File: src/rtl/ps2_kbd_ctrl.sv
// PS/2 keyboard receiver in the system clock domain: sync/filter, frame FSM, E0/F0 decode, event FIFO.
// Optional frame watchdog built only when PS2_TIMEOUT_EN is defined.
module ps2_kbd_ctrl #(
    parameter int FILT_LEN    = 4,
    parameter int FIFO_DEPTH  = 4,
    parameter int TIMEOUT_CYC = 5000
) (
    input  logic       Clk,
    input  logic       Resetn,
    input  logic       KeyClk,
    input  logic       KeyData,
    input  logic       EvReady,
    input  logic       ErrClr,
    output logic       EvValid,
    output logic [7:0] EvCode,
    output logic       EvBreak,
    output logic       EvExt,
    output logic       FrameErr,
    output logic       Overflow,
    output logic [1:0] DbgState
);

    localparam int FCW = $clog2(FILT_LEN + 1);
    localparam int AW  = $clog2(FIFO_DEPTH);
    localparam int CW  = $clog2(FIFO_DEPTH + 1);

    if (FIFO_DEPTH < 2 || (FIFO_DEPTH & (FIFO_DEPTH - 1)) != 0) begin : g_bad_depth
        $error("FIFO_DEPTH must be a power of 2 and at least 2");
    end
    if (TIMEOUT_CYC < 1) begin : g_bad_timeout
        $error("TIMEOUT_CYC must be at least 1");
    end

    typedef enum logic [1:0] {S_IDLE = 2'd0, S_DATA = 2'd1, S_PAR = 2'd2, S_STOP = 2'd3} state_t;

    // Input path: bus idles high, so synchronisers and filter preset to 1.
    logic           clk_s1_q, clk_s2_q, dat_s1_q, dat_s2_q;
    logic           filt_q, filt_d;
    logic [FCW-1:0] fcnt_q, fcnt_d;
    logic           strobe;

    always_ff @(posedge Clk or negedge Resetn) begin
        if (!Resetn) begin
            clk_s1_q <= 1'b1;
            clk_s2_q <= 1'b1;
            dat_s1_q <= 1'b1;
            dat_s2_q <= 1'b1;
            filt_q   <= 1'b1;
            fcnt_q   <= '0;
        end else begin
            clk_s1_q <= KeyClk;
            clk_s2_q <= clk_s1_q;
            dat_s1_q <= KeyData;
            dat_s2_q <= dat_s1_q;
            filt_q   <= filt_d;
            fcnt_q   <= fcnt_d;
        end
    end

    always_comb begin
        filt_d = filt_q;
        fcnt_d = '0;
        if (clk_s2_q != filt_q) begin
            if (fcnt_q == FCW'(FILT_LEN - 1)) filt_d = clk_s2_q;
            else                              fcnt_d = fcnt_q + 1'b1;
        end
    end

    assign strobe = filt_q && !filt_d;

    // Frame FSM
    state_t     state_q, state_d;
    logic [2:0] bitcnt_q, bitcnt_d;
    logic [7:0] sh_q, sh_d;
    logic       byte_ok_q, byte_ok_d;
    logic       err_q, err_d;
    logic       timeout;

`ifdef PS2_TIMEOUT_EN
    localparam int WDW = $clog2(TIMEOUT_CYC + 1);
    logic [WDW-1:0] wd_q, wd_d;

    always_comb begin
        wd_d = wd_q;
        if (state_q == S_IDLE || strobe)   wd_d = '0;
        else if (wd_q != WDW'(TIMEOUT_CYC)) wd_d = wd_q + 1'b1;
    end

    assign timeout = !strobe && (state_q != S_IDLE) && (wd_q == WDW'(TIMEOUT_CYC - 1));

    always_ff @(posedge Clk or negedge Resetn) begin
        if (!Resetn) wd_q <= '0;
        else         wd_q <= wd_d;
    end
`else
    assign timeout = 1'b0;
`endif

    always_comb begin
        state_d   = state_q;
        bitcnt_d  = bitcnt_q;
        sh_d      = sh_q;
        byte_ok_d = 1'b0;
        err_d     = 1'b0;
        if (strobe) begin
            unique case (state_q)
                S_IDLE: begin
                    if (!dat_s2_q) begin
                        state_d  = S_DATA;
                        bitcnt_d = 3'd0;
                    end
                end
                S_DATA: begin
                    sh_d[bitcnt_q] = dat_s2_q;
                    if (bitcnt_q == 3'd7) state_d = S_PAR;
                    else                  bitcnt_d = bitcnt_q + 1'b1;
                end
                S_PAR: begin
                    if (^{sh_q, dat_s2_q}) state_d = S_STOP;
                    else begin
                        state_d = S_IDLE;
                        err_d   = 1'b1;
                    end
                end
                S_STOP: begin
                    state_d = S_IDLE;
                    if (dat_s2_q) byte_ok_d = 1'b1;
                    else          err_d     = 1'b1;
                end
                default: state_d = S_IDLE;
            endcase
        end else if (timeout) begin
            state_d = S_IDLE;
            err_d   = 1'b1;
        end
    end

    always_ff @(posedge Clk or negedge Resetn) begin
        if (!Resetn) begin
            state_q   <= S_IDLE;
            bitcnt_q  <= '0;
            sh_q      <= '0;
            byte_ok_q <= 1'b0;
            err_q     <= 1'b0;
        end else begin
            state_q   <= state_d;
            bitcnt_q  <= bitcnt_d;
            sh_q      <= sh_d;
            byte_ok_q <= byte_ok_d;
            err_q     <= err_d;
        end
    end

    // Prefix decode: E0/F0 only arm flags; any other byte becomes an event.
    logic ext_q, ext_d, brk_q, brk_d;
    logic is_e0, is_f0, push;

    assign is_e0 = (sh_q == 8'hE0);
    assign is_f0 = (sh_q == 8'hF0);
    assign push  = byte_ok_q && !is_e0 && !is_f0;

    always_comb begin
        ext_d = ext_q;
        brk_d = brk_q;
        if (err_d) begin
            ext_d = 1'b0;
            brk_d = 1'b0;
        end else if (byte_ok_q) begin
            if (is_e0)      ext_d = 1'b1;
            else if (is_f0) brk_d = 1'b1;
            else begin
                ext_d = 1'b0;
                brk_d = 1'b0;
            end
        end
    end

    // Event FIFO (show-ahead); a pop in the same cycle frees room for a push into a full FIFO.
    logic [9:0]    mem_q [FIFO_DEPTH];
    logic [AW-1:0] wr_ptr_q, rd_ptr_q;
    logic [CW-1:0] cnt_q, cnt_d;
    logic          ovf_q, ovf_d;
    logic          full, pop, wr_en, ovf_set;

    assign full    = (cnt_q == CW'(FIFO_DEPTH));
    assign pop     = EvValid && EvReady;
    assign wr_en   = push && (!full || pop);
    assign ovf_set = push && full && !pop;

    always_comb begin
        unique case ({wr_en, pop})
            2'b10:   cnt_d = cnt_q + 1'b1;
            2'b01:   cnt_d = cnt_q - 1'b1;
            default: cnt_d = cnt_q;
        endcase
        if (ovf_set)     ovf_d = 1'b1;
        else if (ErrClr) ovf_d = 1'b0;
        else             ovf_d = ovf_q;
    end

    always_ff @(posedge Clk or negedge Resetn) begin
        if (!Resetn) begin
            for (int i = 0; i < FIFO_DEPTH; i++) mem_q[i] <= '0;
            wr_ptr_q <= '0;
            rd_ptr_q <= '0;
            cnt_q    <= '0;
            ovf_q    <= 1'b0;
            ext_q    <= 1'b0;
            brk_q    <= 1'b0;
        end else begin
            if (wr_en) begin
                mem_q[wr_ptr_q] <= {ext_q, brk_q, sh_q};
                wr_ptr_q        <= wr_ptr_q + 1'b1;
            end
            if (pop) rd_ptr_q <= rd_ptr_q + 1'b1;
            cnt_q <= cnt_d;
            ovf_q <= ovf_d;
            ext_q <= ext_d;
            brk_q <= brk_d;
        end
    end

    assign EvValid                  = (cnt_q != '0);
    assign {EvExt, EvBreak, EvCode} = mem_q[rd_ptr_q];
    assign FrameErr                 = err_q;
    assign Overflow                 = ovf_q;
    assign DbgState                 = state_q;

endmodule

File: config.mk
export PLATFORM = sky130hd
export DESIGN_NAME = ps2_kbd_ctrl
export DESIGN_NICKNAME = d
export VERILOG_FILES = /design/src/rtl/ps2_kbd_ctrl.sv
export SDC_FILE = /design/constraint.sdc
export NUM_CORES = 1
export LEC_CHECK = 0
export CORE_ASPECT_RATIO = 1.4
export CORE_MARGIN = 2
export CORE_UTILIZATION = 55
export CTS_CLUSTER_DIAMETER = 120
export DETAILED_ROUTE_END_ITERATION = 8
export GPL_ROUTABILITY_DRIVEN = 0
export PLACE_DENSITY = 0.75
export SYNTH_ARGS = -nofsm -noshare
export SYNTH_HDL_FRONTEND = slang
export SYNTH_SLANG_ARGS = --single-unit
export TNS_END_PERCENT = 100
File: constraint.sdc
create_clock -name Clk -period 3 [get_ports Clk]
set_input_delay 0.6 -clock Clk [delete_from_list [all_inputs] [get_ports Clk]]
set_output_delay 0.6 -clock Clk [all_outputs]
set_load 0.03 [all_outputs]
## After elaboration in Yosys (flattened, before gate mapping)

Cells that the tools add are included.

| word-level totals | value |
|---|---|
| bits in registers | 73 |
| output and inout bits | 15 |
| word-level logic and storage cells | 115 |

| operators by class | value |
|---|---|
| add/sub/neg operators | 6 |
| order comparisons | 5 |
| equality and inequality tests | 16 |
| muxes and demuxes | 38 |
| bitwise logic cells | 2 |
| reduce and logical (&&, ||, !) cells | 27 |

Operator list:

| cell | number |
|---|---|
| 40-bit bitwise mux | 1 |
| 10-bit two-way mux | 3 |
| 10-bit binary-select mux with 2-bit select | 1 |
| 10-bit demux with 2-bit select | 1 |
| 1-bit two-way mux | 19 |
| 8-bit equality test (second input constant) | 2 |
| 3-bit two-way mux | 4 |
| 3-bit one-hot mux with 2 select lines | 2 |
| 3-bit by 1-bit adder with 3-bit output (second input constant) | 3 |
| 1-bit logical AND | 9 |
| 9-bit parity | 1 |
| 8-bit bitwise mux | 1 |
| 2-bit != test (second input constant) | 4 |
| 2-bit one-hot mux with 4 select lines | 1 |
| 2-bit nonzero test | 4 |
| 2-bit equality test (second input constant) | 3 |
| 3-bit equality test (second input constant) | 2 |
| 3-bit >= comparator (second input constant) | 2 |
| 2-bit two-way mux | 3 |
| 2-bit NOT with 3-bit output | 2 |
| 2-bit AND reduction | 3 |
| 1-bit zero test | 5 |
| 2-bit by 1-bit adder with 2-bit output (second input constant) | 2 |
| 2-bit by 1-bit equality test with 1-bit output (second input constant) | 2 |
| other kinds (14) | 14 |

## Depth between registers and ports, before layout

| depth | value |
|---|---|
| word-level depth | 8 |
| depth in mapped cells | 9 |
| depth with buffers taken out | 9 |

## Least setup slack after synthesis

Ideal clock, no wire load.

| timing | value |
|---|---|
| path kind | input -> register |
| start | in EvReady |
| end | reg cnt_q[2] |
| setup time | 0.079 ns |
| arrival | 2.313 ns |
| data required time | 2.921 ns |
| path slack | 0.608 ns |
| stages on the path | 9 |
| path through | nor4b_1 -> a211oi_4 -> inv_1 -> ha_1 -> inv_1 -> fa_1 -> xor2_1 -> nor2_1 -> xor2_1 |

| between the ends | value |
|---|---|
| longest elaborated chain between the ends | 5 |
| elaborated cells between the ends (all ways) | 7 |

Ends and longest elaborated chain:

| what | RTL line | source |
|---|---|---|
| start, declared | 12 | `input logic EvReady,` |
| 1-bit logical AND * | 186 | `assign pop = EvValid && EvReady;` |
| 1-bit logical OR | 187 | `assign wr_en = push && (!full \|\| pop);` |
| 1-bit logical AND | 187 |  |
| 2-bit by 1-bit equality test with 1-bit output or 2-bit equality test (tied branches) | 191 | `unique case ({wr_en, pop})` |
| 3-bit one-hot mux with 2 select lines or 2-bit nonzero test (tied branches) | -- |  |
| end signal, assigned | 216 | `cnt_q <= cnt_d;` |
| end, declared | 181 | `logic [CW-1:0] cnt_q, cnt_d;` |

Every way passes the cells marked *; elsewhere a longest branch is shown, timed or not.
A chain may end at the register's enable or synchronous reset.

## Worst setup path after layout

| timing | value |
|---|---|
| start | reg rd_ptr_q[0] |
| end | out EvCode[6] |

| between the ends | value |
|---|---|
| longest elaborated chain between the ends | 4 |

Ends and longest elaborated chain:

| what | RTL line | source |
|---|---|---|
| start, declared | 180 | `logic [AW-1:0] wr_ptr_q, rd_ptr_q;` |
| start signal, assigned | 215 | `if (pop) rd_ptr_q <= rd_ptr_q + 1'b1;` |
| 2-bit NOT with 3-bit output (implied by the code) | 224 | `assign {EvExt, EvBreak, EvCode} = mem_q[rd_ptr_q];` |
| 10-bit binary-select mux with 2-bit select | 224 |  |
| 10-bit two-way mux (implied by the code) (2 in a row) | 224 |  |
| end, declared | 15 | `output logic [7:0] EvCode,` |

Every way passes these cells. The select of a mux whose other input is x is not followed.

==> flow_summary.yaml <==
die:
  die_h_um: 96.7
  core_area_um2: 5900
  start_util: 0.572
  rows: 33
  die-width_um: 70.2
  ios: 21
  dieArea_um2: 6790
critical_path:
  cp-start-kind: "register"
  worst-r2r-setup-slack_ns: 0.63
  slowest_stage: "clkdlybuf4s50_1"
  reg2reg_to: "cnt_q[2]"
  endpoint: "EvCode[6]"
  crit_fanout: 12
  crit_chain: "buf_4 -> mux4_2 -> clkdlybuf4s50_1"
  max_stage_delay_ns: 0.61
  required_ns: 2.40
  r2r_start: "sh_q[0]"
  crit_arrival_ns: 2.10
  path_class: "register to output port"
  startpoint: "rd_ptr_q[0]"
  rr_worst_depth: 9
  critical_path.endpoint_type: "output port"
global_routing:
  gr-usage-all-layers: 0.194
  gr-usage-met1: 0.258
  grt_use_met2: 0.308
  top_usage_layer: "met2"
  grt_max_degree: 46
  antenna_found_initial: 0
  grt_pass1_vias: 1984
  grt_util_met3: 0.0385
  grt_overflow_total: 0
  grt_pass1_wl_um: 10100
timing:
  setup_tns_ns: 0
  setup_viol: 0
  fmax_mhz: 371
  fin_skew_ns: 0.00845
  hold_viol_final: 0
  slew_violations: 0
  slew_headroom: 0.557
  finalCritPeriodShare: 0.900
  fin_crit_ns: 2.70
  layout_setup_ws_ns: 0.301
  rsz0062_at_grt: "false"
  worst_pin_slew_ns: 0.665
finish:
  nets: 278
  drive_gt1_frac: 0.337
  num_antenna_cells: 0
  area_growth_pct: 14.1
  fin_area_um2: 3850
synth:
  ys_warn_count: 0
  synth.top_cell.area_share: 0.504
  syn-num-nets: 250
  async_reset_ff_frac: 1.00
  netlist_top_cells_count: "dfrtp_1 (68), mux2_2 (42), nand2_1 (12), inv_1 (10), mux4_2 (10)"
  synthCells: 235
  yosysUniqueCellTypes: 37
  synth_edf_count: 0
  synth_top_area_cell: "dfrtp_1"
  ys_seq_area_frac: 0.543
  synth_area_leaders: "dfrtp_1 (50%), mux2_2 (14%), mux4_2 (6.7%), dfstp_2 (3.9%), mux2_4 (3.1%)"
  synthesis.area_um2: 3370
  synth_most_common_cell: "dfrtp_1"
  synth_area_per_cell_um2: 14.4
  synth_ff_type: "dfrtp_1"
  ys_seq_elements: 73
clock_network:
  cts_sinks: 73
  postCtsSetupBuffers: 0
  cts_buffers: 9
  clkTransAtPathRegs_ns: 0.07
  cts_tree: "done"
  clockRootBuffer: "clkbuf_8"
  cts.repair.resized: 0
  clk_path_buf_depth: 2
  htreeDepth: 3
  ctsHoldBuffers: 0
  insertion_delay_ns: 0.34
power_and_ir_drop:
  leakage_nw: 1.88
  irDropWorstVdd_uv: 438
  finalPower_w: 0.00227
  cellPowerDensity_nw_per_um2: 590
route:
  ant_nets: 0
  wire_per_inst_um: 17.3
  viasPerCell: 5.65
  drt_iter0_drc: 79
  postRouteWirelength_um: 5820
  vias: 1903
  drc: 0
  drt_pre_antenna_iters: 4
run_status:
  outcome: "finished clean"
placed_design:
  dpl.hpwl_um: 3940
  place_ws_ns: 0.110
  io_buffers: 20
  place_area_um2: 3670
flow_run:
  cap_violations: 0
min_path:
  hp-class: "input port to async pin"
## cell usage in the layout, fill, tap and decap left out, types with 2 or more instances in the layout
cell type	synthesis	routed
nand3b_1	3	3
nor3b_1	4	4
xnor2_1	6	6
mux2i_1	2	2
buf_4	0	3
nor3_1	3	3
nand2_1	12	12
mux4_2	10	10
clkbuf_8	0	12
and2_1	2	2
a31oi_1	2	2
clkdlybuf4s50_1	0	19
inv_1	10	10
dfstp_2	5	5
mux2_2	42	42
nor2_1	6	6
dfrtp_1	68	68
a21oi_1	5	5
nor2b_1	4	4
nand2_4	4	4
ha_1	8	8
mux2_4	7	7
a211oi_1	2	2
xor2_1	4	4
xnor3_1	2	2
o21ai_0	5	5
## power breakdown
group          total, W  switching [W]  internal [W]
registers       0.00116      0.0000965       0.00106
clock network  0.000706       0.000343      0.000363
logic          0.000408       0.000209      0.000200
total           0.00227       0.000648       0.00162
## stage by stage
stage,util,hold WS [ns],std cells
after floorplan,-,0.304,235
after global placement,0.621,0.347,322
after detailed placement,0.621,0.352,322
after CTS,0.652,0.300,337
after global routing,0.652,0.343,337
final,0.652,0.280,337
## worst max-delay path, delay by kind of cell (launching register included)
family   cells  cell delay (ns)
mux          1             0.55
flops        1             0.34
buf+inv      2             0.87
## sequential cells by signal, summed over array words and instances (netlist names), 2 cells and up
signal    cells
rd_ptr_q      2
wr_ptr_q      2
cnt_q         3
fcnt_q        3
sh_q          8
bitcnt_q      3
mem_q        40
DbgState      2
## layer usage
layer | routed length [µm] | vias up
met4 | 125 | 0
met5 | 0 | -
met2 | 2930 | 32
li1 | - | 889
met3 | 182 | 10
met1 | 2580 | 972
## worst min path at each step
stage                  start     endpoint
floorplan             Resetn  DbgState[0]
global placement    dat_s1_q     dat_s2_q
detailed placement  dat_s1_q     dat_s2_q
CTS                   Resetn  wr_ptr_q[1]
global route          Resetn  wr_ptr_q[1]
finish                Resetn  wr_ptr_q[1]
## layout make-up
type | count | area [µm²]
clock buffer | 13 | 169
clock inverter | 2 | 12.5
fill | 449 | 2050
inverter | 10 | 37.5
multi-input combinational | 145 | 1470
sequential | 73 | 1830
tap | 70 | 87.6
timing repair buffer | 24 | 238
## logic make-up after synthesis
kind of cell / after synthesis / share of synthesized area
buf+inv: 17 / 0.0204
flops: 73 / 0.543
mux: 61 / 0.244
xor+xnor: 12 / 0.0393
compound gates: 17 / 0.0337
fa+ha+maj: 9 / 0.0356
simple gates: 46 / 0.0838
Power figures use the tool's default switching activity.
